$ cat src/rtl/arbitro_pkg.sv
// Shared types and constants for the two-master data RAM arbiter.
// Latency: none (declarations only).
// Backpressure: none (declarations only).
package arbitro_pkg;

  typedef enum logic [1:0] {
    OCIOSO   = 2'd0,
    EMITE    = 2'd1,
    RESPOSTA = 2'd2
  } estado_t;

  // Default window of the 96-byte data RAM
  localparam logic [7:0] END_BASE_PADRAO = 8'd128;
  localparam logic [7:0] END_TOPO_PADRAO = 8'd223;

  // Port indices, also used as bit positions of the one-hot winner
  localparam logic PORTA_A = 1'b0;
  localparam logic PORTA_B = 1'b1;

  function automatic logic na_faixa(input logic [7:0] ad,
                                    input logic [7:0] base,
                                    input logic [7:0] topo);
    return (ad >= base) && (ad <= topo);
  endfunction

endpackage

$ cat src/rtl/arbitro_memoria_seletor_rr.sv
// Two-way round-robin picker: one-hot winner among req_a/req_b.
// Latency: purely combinational.
// Backpressure: none; the caller decides when the pick is consumed.
module seletor_rr
  import arbitro_pkg::*;
(
  input  logic       req_a,
  input  logic       req_b,
  input  logic       ptr,       // index of the preferred port on a tie
  output logic [1:0] vencedor,  // bit PORTA_A / bit PORTA_B
  output logic       valido
);

  // A lone requester always wins; a tie goes to the preferred port
  always_comb begin
    vencedor = 2'b00;
    valido   = req_a | req_b;
    if (req_a && req_b) begin
      vencedor[ptr] = 1'b1;
    end else begin
      vencedor[PORTA_A] = req_a;
      vencedor[PORTA_B] = req_b;
    end
  end

endmodule

$ cat src/rtl/arbitro_memoria.sv
// Arbitrates the single-port data RAM between the LSU (A) and an auxiliary master (B).
// Latency: gnt 1 cycle after sampled req; write pronto at +2, read pronto/data at +3.
// Backpressure: a losing request stays pending (req held) until it wins the next turn.
module arbitro_memoria
  import arbitro_pkg::*;
#(
  parameter logic [7:0] END_BASE = END_BASE_PADRAO,
  parameter logic [7:0] END_TOPO = END_TOPO_PADRAO
) (
  input  logic       clock,
  input  logic       reset_n,
  input  logic       req_a,
  input  logic       we_a,
  input  logic [7:0] end_a,
  input  logic [7:0] dado_in_a,
  output logic       gnt_a,
  output logic       pronto_a,
  output logic [7:0] dado_out_a,
  output logic       erro_a,
  input  logic       req_b,
  input  logic       we_b,
  input  logic [7:0] end_b,
  input  logic [7:0] dado_in_b,
  output logic       gnt_b,
  output logic       pronto_b,
  output logic [7:0] dado_out_b,
  output logic       erro_b,
  output logic       mem_write,
  output logic [7:0] mem_endereco,
  output logic [7:0] mem_dado_in,
  input  logic [7:0] mem_dado_out,
  output logic       ocupado
);

  estado_t    estado_q;
  logic       pref_q;      // port preferred on the next tie
  logic       porta_q;     // port owning the current transaction
  logic       we_q;
  logic       faixa_q;     // registered address is inside the RAM window
  logic       gnt_a_q, gnt_b_q, pronto_a_q, pronto_b_q, erro_a_q, erro_b_q;
  logic [7:0] dado_out_a_q, dado_out_b_q;
  logic       mem_write_q;
  logic [7:0] mem_endereco_q, mem_dado_in_q;

  logic [1:0] vencedor;
  logic       valido;
  logic       porta_d;
  logic       we_d;
  logic [7:0] end_d, dado_d;
  logic       faixa_d;

  seletor_rr u_seletor (
    .req_a    (req_a),
    .req_b    (req_b),
    .ptr      (pref_q),
    .vencedor (vencedor),
    .valido   (valido)
  );

  // Route the winning port's command towards the command registers
  always_comb begin
    porta_d = vencedor[PORTA_B];
    we_d    = (porta_d == PORTA_B) ? we_b      : we_a;
    end_d   = (porta_d == PORTA_B) ? end_b     : end_a;
    dado_d  = (porta_d == PORTA_B) ? dado_in_b : dado_in_a;
    faixa_d = na_faixa(end_d, END_BASE, END_TOPO);
  end

  // Transaction FSM; every output is a register so a reset clears them at once
  always_ff @(posedge clock or negedge reset_n) begin
    if (!reset_n) begin
      estado_q       <= OCIOSO;
      pref_q         <= PORTA_A;
      porta_q        <= PORTA_A;
      we_q           <= 1'b0;
      faixa_q        <= 1'b0;
      gnt_a_q        <= 1'b0;
      gnt_b_q        <= 1'b0;
      pronto_a_q     <= 1'b0;
      pronto_b_q     <= 1'b0;
      erro_a_q       <= 1'b0;
      erro_b_q       <= 1'b0;
      dado_out_a_q   <= 8'h00;
      dado_out_b_q   <= 8'h00;
      mem_write_q    <= 1'b0;
      mem_endereco_q <= 8'h00;
      mem_dado_in_q  <= 8'h00;
    end else begin
      // Pulses last a single cycle unless re-asserted below
      gnt_a_q     <= 1'b0;
      gnt_b_q     <= 1'b0;
      pronto_a_q  <= 1'b0;
      pronto_b_q  <= 1'b0;
      erro_a_q    <= 1'b0;
      erro_b_q    <= 1'b0;
      mem_write_q <= 1'b0;
      case (estado_q)
        OCIOSO: begin
          // Park the RAM on an address outside its window
          mem_endereco_q <= 8'h00;
          mem_dado_in_q  <= 8'h00;
          if (valido) begin
            porta_q        <= porta_d;
            we_q           <= we_d;
            faixa_q        <= faixa_d;
            mem_endereco_q <= end_d;
            mem_dado_in_q  <= dado_d;
            mem_write_q    <= we_d && faixa_d;
            gnt_a_q        <= (porta_d == PORTA_A);
            gnt_b_q        <= (porta_d == PORTA_B);
            pref_q         <= ~porta_d;  // the other port wins the next tie
            estado_q       <= EMITE;
          end
        end
        EMITE: begin
          if (!faixa_q || we_q) begin
            // Writes and out-of-range accesses finish without a read phase
            pronto_a_q     <= (porta_q == PORTA_A);
            pronto_b_q     <= (porta_q == PORTA_B);
            erro_a_q       <= (porta_q == PORTA_A) && !faixa_q;
            erro_b_q       <= (porta_q == PORTA_B) && !faixa_q;
            if (!faixa_q && porta_q == PORTA_A) dado_out_a_q <= 8'h00;
            if (!faixa_q && porta_q == PORTA_B) dado_out_b_q <= 8'h00;
            mem_endereco_q <= 8'h00;
            mem_dado_in_q  <= 8'h00;
            estado_q       <= OCIOSO;
          end else begin
            // Address stays on the bus while the RAM produces the data
            estado_q <= RESPOSTA;
          end
        end
        RESPOSTA: begin
          if (porta_q == PORTA_A) begin
            dado_out_a_q <= mem_dado_out;
            pronto_a_q   <= 1'b1;
          end else begin
            dado_out_b_q <= mem_dado_out;
            pronto_b_q   <= 1'b1;
          end
          mem_endereco_q <= 8'h00;
          mem_dado_in_q  <= 8'h00;
          estado_q       <= OCIOSO;
        end
        default: estado_q <= OCIOSO;
      endcase
    end
  end

  assign gnt_a        = gnt_a_q;
  assign gnt_b        = gnt_b_q;
  assign pronto_a     = pronto_a_q;
  assign pronto_b     = pronto_b_q;
  assign erro_a       = erro_a_q;
  assign erro_b       = erro_b_q;
  assign dado_out_a   = dado_out_a_q;
  assign dado_out_b   = dado_out_b_q;
  assign mem_write    = mem_write_q;
  assign mem_endereco = mem_endereco_q;
  assign mem_dado_in  = mem_dado_in_q;
  assign ocupado      = (estado_q != OCIOSO);

endmodule

$ cat config.mk
export PLATFORM = sky130hd
export DESIGN_NAME = arbitro_memoria
export DESIGN_NICKNAME = d
export VERILOG_FILES = /design/src/rtl/arbitro_pkg.sv /design/src/rtl/arbitro_memoria_seletor_rr.sv /design/src/rtl/arbitro_memoria.sv
export SDC_FILE = /design/constraint.sdc
export NUM_CORES = 1
export LEC_CHECK = 0
export BUFFER_PORTS_ARGS = -buffer_cell sky130_fd_sc_hd__buf_2
export CAP_MARGIN = 20
export CORE_MARGIN = 2
export CORE_UTILIZATION = 47
export DETAILED_ROUTE_END_ITERATION = 16
export GPL_TIMING_DRIVEN = 0
export HOLD_SLACK_MARGIN = 0.06
export PLACE_DENSITY = 0.9
export SLEW_MARGIN = 5
export SYNTH_ARGS = -nofsm -noshare
export SYNTH_HDL_FRONTEND = slang
export SYNTH_HIERARCHICAL = 1
export SYNTH_SLANG_ARGS = --single-unit
$ cat constraint.sdc
create_clock -name clock -period 2.2 [get_ports clock]
set_input_delay 0.33 -clock clock [delete_from_list [all_inputs] [get_ports clock]]
set_output_delay 0.33 -clock clock [all_outputs]
set_load 0.03 [all_outputs]
## Word level (Yosys, flattened, before mapping)

Cells that the tools add are included.

| cells by class | value |
|---|---|
| $mul | 0 |
| shifts and indexed selects | 0 |
| reductions and logical operators | 16 |
| bitwise logic cells | 3 |
| equal/unequal tests | 8 |
| div/mod/pow operators | 0 |
| add/sub/neg operators | 0 |
| muxes and demuxes | 38 |
| magnitude comparators | 4 |

Operators by type and width:

| kind | number |
|---|---|
| $mux W8 | 11 |
| $pmux W8 S3 | 2 |
| $pmux W8 S2 | 2 |
| $mux W1 | 16 |
| $ne A2 B2 Y1 const B | 5 |
| $ge A8 B8 Y1 const B | 1 |
| $le A8 B8 Y1 const B | 1 |
| $reduce_and A4 Y1 | 2 |
| $logic_and A1 B1 Y1 | 6 |
| $mux W2 | 3 |
| $pmux W1 S2 | 2 |
| $pmux W2 S2 | 1 |
| $reduce_and A2 Y1 | 2 |
| $reduce_bool A2 Y1 | 2 |
| $reduce_bool A3 Y1 | 1 |
| $eq A2 B1 Y1 const B | 1 |
| $eq A2 B2 Y1 const B | 1 |
| $logic_not A2 Y1 | 1 |
| $lt A1 B2 Y1 const B | 1 |
| $ne A2 B1 Y1 const B | 1 |
| $not A1 Y1 | 2 |
| $demux W1 S1 | 1 |
| $ge A1 B1 Y1 const B | 1 |
| $logic_not A1 Y1 | 1 |
| other kinds (2) | 2 |

| word-level totals | value |
|---|---|
| bits in latches | 0 |
| memories kept | 0 |
| flip-flop bits (word level) | 45 |
| ROM bits | 0 |
| output and inout port bits | 40 |
| bits in writable memories | 0 |
| input port bits | 46 |

## Logic depth before layout (Yosys ltp)

| depth | value |
|---|---|
| word-level depth | 11 |
| gate-level depth with buffers | 7 |
| depth with buffers taken out | 5 |

## Modules after synthesis

The synthesis kept the hierarchy.

Modules (own cells, without submodules):

| module | seq. area each (um^2) | area each (um^2) | cells an instance | instances |
|---|---|---|---|---|
| arbitro_memoria | 1126.1 | 2069.5 | 175 | 1 |
| seletor_rr | 0.0 | 25.0 | 4 | 1 |

## Least setup slack after synthesis

Ideal clock, no wire load.

| timing path | value |
|---|---|
| kind | reg2reg |
| from | register estado_q[0] |
| to | register mem_dado_in_q[0] (netlist: mem_dado_in[0]) |
| path buffers | 2 |
| required time | 2073 ps |
| setup slack | 570 ps |
| data arrival time | 1502 ps |
| library setup time | 127 ps |
| cell stages (with the launch flop) | 8 |
| cell sequence | dfrtp_1 inv_1 ha_1 nand2b_1 clkbuf_2 buf_2 nor2_1 mux2_1 |

| on the way | value |
|---|---|
| cells in the longest elaborated chain, start to end | 3 |
| elaborated cells on any way between the ends | 7 |

Ends and longest elaborated chain:

| item | RTL line | source |
|---|---|---|
| start: declaration | arbitro_memoria.sv:35 | `estado_t estado_q;` |
| start signal: assignment | arbitro_memoria.sv:72 | `estado_q <= OCIOSO;` |
| start signal: assignment | arbitro_memoria.sv:112 | `estado_q <= EMITE;` |
| start signal: assignment | arbitro_memoria.sv:126 | `estado_q <= OCIOSO;` |
| $eq A2 B1 Y1 (tied with other cells) | arbitro_memoria.sv:97 | `case (estado_q)` |
| $ne A2 B2 Y1 (no line) or $reduce_bool A3 Y1 (tied branches) | - |  |
| $reduce_and A2 Y1 (no line) | - |  |
| end signal: assignment | arbitro_memoria.sv:107 | `mem_dado_in_q <= dado_d;` |
| end: declaration | arbitro_memoria.sv:43 | `logic [7:0] mem_endereco_q, mem_dado_in_q;` |

Parallel ways exist; a longest one is shown, timed or not.
A chain may end at the register's enable or synchronous reset.

## Worst setup path after layout

| timing path | value |
|---|---|
| from | register estado_q[0] |
| to | register dado_out_b_q[7] (netlist: dado_out_b[7]) |

| on the way | value |
|---|---|
| cells in the longest elaborated chain, start to end | 3 |
| elaborated cells on any way between the ends | 8 |

Ends and longest elaborated chain:

| item | RTL line | source |
|---|---|---|
| $eq A2 B1 Y1 or $eq A2 B2 Y1 (tied branches) | arbitro_memoria.sv:97 |  |
| $ne A2 B2 Y1 (no line) or $reduce_bool A2 Y1 (tied branches) | - |  |
| $reduce_and A4 Y1 (no line) | - |  |
| end signal: assignment | arbitro_memoria.sv:137 | `dado_out_b_q <= mem_dado_out;` |
| end: declaration | arbitro_memoria.sv:41 | `logic [7:0] dado_out_a_q, dado_out_b_q;` |

Parallel ways exist; a longest one is shown, timed or not.

==> results <==
- The flow ran to the end, and the final reports show no timing, DRC or antenna violations.
- After layout, the design draws a total of 3.60 mW.
- The number of nets produced by synthesis is 228.
- In this run the horizontal extent of the chip is 70.6 um.
- The required time of the critical path is 2.43 ns.
- Detailed routing inserted a total of 1630 vias.
- The final max-slew violation count came to 0.
- The total leakage power is 1.49 nW.
- After the last flow step, the layout net total stands at 322.
- The effective utilization at floorplan is 48.3%.
- Summing all placed instances gives a cell area of 0.00258 mm2.
- The post-route non-filler standard cell count is 325.
- The maximum net fanout on the critical path is 8.
- In the final routed layout, each cell accounts on average for 13.4 um.
- The total detailed-routing wirelength is 4350 um.
- In this run the tool buffered the top-level ports with 85 buffer cells.
- The total clock sinks is 45.
- The first routing iteration left 66 violations.
- The initial antenna violation count is 0.
- The largest stage delay on the critical path is 0.58 ns.
- The total negative setup slack is 0 ns.
- For this run, design rule violations remaining after detail routing come to 0.
- Summed over all layers, the global routing overflow is 0.
- The final-report hold violation count is 0.
- In the layout the commonest cells are sky130_fd_sc_hd__buf_2 (89), sky130_fd_sc_hd__dfrtp_1 (45), sky130_fd_sc_hd__mux2i_1 (23), sky130_fd_sc_hd__nor2_1 (22), sky130_fd_sc_hd__nand2_1 (13).
- Relative to the synthesized area, the layout overhead comes to 29.8%.
- In this run switching power makes up 44.0% of total power.
- Setup repair after global routing left no endpoint under its margin.
- For this design the total switching power over the nets is 1.58 mW.
- Once the clock tree was built, the resizer swapped 0 gates to a different size.
- The weighted congestion reported at the end of routability-driven placement is 0.786.
- The first global-routing pass estimated 7270 um of wire.
- The class of the tightest hold or removal check is in2reg.
- On the final layout, the worst clock skew is 0.00701 ns.
- The maximum number of pins on one net before global-route repair is 46.
- The number of endpoints failing setup at the final stage is 0.
- The number of buffers created by CTS is 5.
- The cell-internal power is 2.02 mW.
- Once detail routing completed, the nets flagged for antenna violations numbered 0.
- The worst-case IR drop observed on VDD is 0.742 mV.
- The clock tree from TritonCTS is yes.
- The number of max-cap violations is 0.
- For this run, the total global-route usage over all layers was measured as 18.6%.
- The via count of the first global-routing pass was 1608.
- Measured against its own limit, the worst slew margin works out to 48.7%.
- The clock network latency to the later pin of the worst-skew pair is 0.29 ns.
- The number of H-tree levels is 2.
- The transition time at the pin with the least slew margin is 0.765 ns.
- The fraction of final layout cells sized beyond drive strength 1 is 40.7%.
- STA classifies the critical path endpoint as a flip-flop.
- The die is 70.6 um tall.
- After detailed routing, the number of vias per cell comes to 5.02.
- The floorplan step defined a core boundary enclosing 0.00432 mm2.
- The kind of start point of the critical path is a flip-flop.
- Per report_power, the sequential group accounts for 34.6% of the total.
- Power spread over the standard cell area amounts to 1330 mW/mm2.
- Walking the worst path, the cells encountered are inv_1 > ha_1 > nor3b_1 > a31oi_1 > a22o_1.
- Detailed placement ended at an HPWL of 3260 um.
- The initialized floorplan defines 24 standard-cell rows.
- The most common cell after layout, fill and taps aside is sky130_fd_sc_hd__buf_2.
- The top-level port count is 86.
- The buffers inserted during post-CTS setup optimization is 0.
- The CTS clock-pin slew for the worst setup and hold paths is 0.08 ns.
- The slowest stage cell on the critical path is sky130_fd_sc_hd__a31oi_1.
- Final hold analysis gives a worst-case slack of 0.298 ns.
- The iteration count of the initial detailed-routing pass is 4.
- The highest achievable clock rate is 522 MHz.
- The time the worst path needs with I/O delays and setup is 1.92 ns.
- The warning count from the yosys run is 6.
- The die outline area is 0.00499 mm2.
- Dividing the final minimum period by the clock period gives 87.1%.
- The number of antenna diodes is 0.
- The share of power burned in the clock network is 15.3%.
- The critical path is of the reg2reg type.
- The mapped netlist covers 0.00209 mm2.
- In this run, the combinational gates consume 50.1% of the power.
- The post-route standard cell area excluding fillers is 0.00271 mm2.
- The number of standard cells after synthesis is 178.
- CTS placed an instance of sky130_fd_sc_hd__clkbuf_8 at the clock tree root.
- The placed cell count is 315.
- For the worst setup path, the data arrival time is 2.15 ns.
- Counting along the longest clock path gives a buffer depth of 2.
- Averaged over all synthesized cells, the footprint is 11.7 um2.
## critical path, delay by kind of cell (launching register included)
family	cells	cell delay, ns
buf+inv	1	0.09
compound gates	2	0.84
flops	1	0.40
fa+ha+maj	1	0.36
simple gates	1	0.17
## what timing repair did
item                                    4_1_cts  5_1_grt
hold buffers                                  0        1
endpoints found under the setup margin        0        0
endpoints found under the hold margin         0       19
## state kept, by name (all words and copies together), names as in the netlist, 2 cells and up
signal and count:
mem_dado_in 8, dado_out_b 8, mem_endereco 8, estado_q 2
dado_out_a 8
## power groups by stage
stage / Combinational [mW] / Sequential [mW] / Clock [mW]
after CTS: 1.82 / 1.25 / 0.570
after global routing: 1.96 / 1.28 / 0.611
after floorplan: 0.838 / 1.72 / 0
final: 1.80 / 1.25 / 0.550
after detailed placement: 1.82 / 1.26 / 0
after global placement: 1.77 / 1.25 / 0
## path summary, 6_finish.rpt
path | startpoint | cells past startpoint | slack [ns] | end
worst min register to register | mem_endereco[5]$_DFFE_PN0P_ | 1 | 0.49 | mem_endereco[5]$_DFFE_PN0P_
max in group asynchronous | reset_n | 3 | 1.18 | mem_endereco[3]$_DFFE_PN0P_
worst max register to register | estado_q[0]$_DFFE_PN0P_ | 5 | 0.28 | dado_out_b[7]$_DFFE_PN0P_
worst max-delay path | estado_q[0]$_DFFE_PN0P_ | 5 | 0.28 | dado_out_b[7]$_DFFE_PN0P_
worst min-delay path | mem_dado_out[3] | 3 | 0.30 | dado_out_a[3]$_DFFE_PN0P_
min in group asynchronous | reset_n | 2 | 0.52 | mem_dado_in[1]$_DFFE_PN0P_
## per-layer routing
layer | GRT usage (%) | up-vias | part of all wire (%) | wire (um)
li1 | - | 798 | - | -
met1 | 22.7 | 753 | 43 | 1880
met2 | 31.9 | 74 | 47 | 2050
met3 | 5.98 | 5 | 8.5 | 369
met4 | 5.03 | 0 | 1.1 | 46
met5 | 0 | - | 0 | 0
## stage by stage
step                      utilization, %  setup WS [ns]
after global routing                62.6          0.112
final                               62.6          0.283
after detailed placement            59.6          0.309
after floorplan                        -          0.570
after global placement              59.6          0.369
after CTS                           62.0          0.273
## final cells by class
| class | instances | area (um2) |
|---|---|---|
| buffer | 8 | 45.0 |
| clock buffer | 7 | 96.3 |
| clock inverter | 1 | 5.00 |
| fill | 373 | 1620 |
| inverter | 11 | 41.3 |
| multi-input combinational | 114 | 875 |
| sequential | 45 | 1130 |
| tap | 52 | 65.1 |
| timing repair buffer | 87 | 455 |
Power figures use the tool's default switching activity.
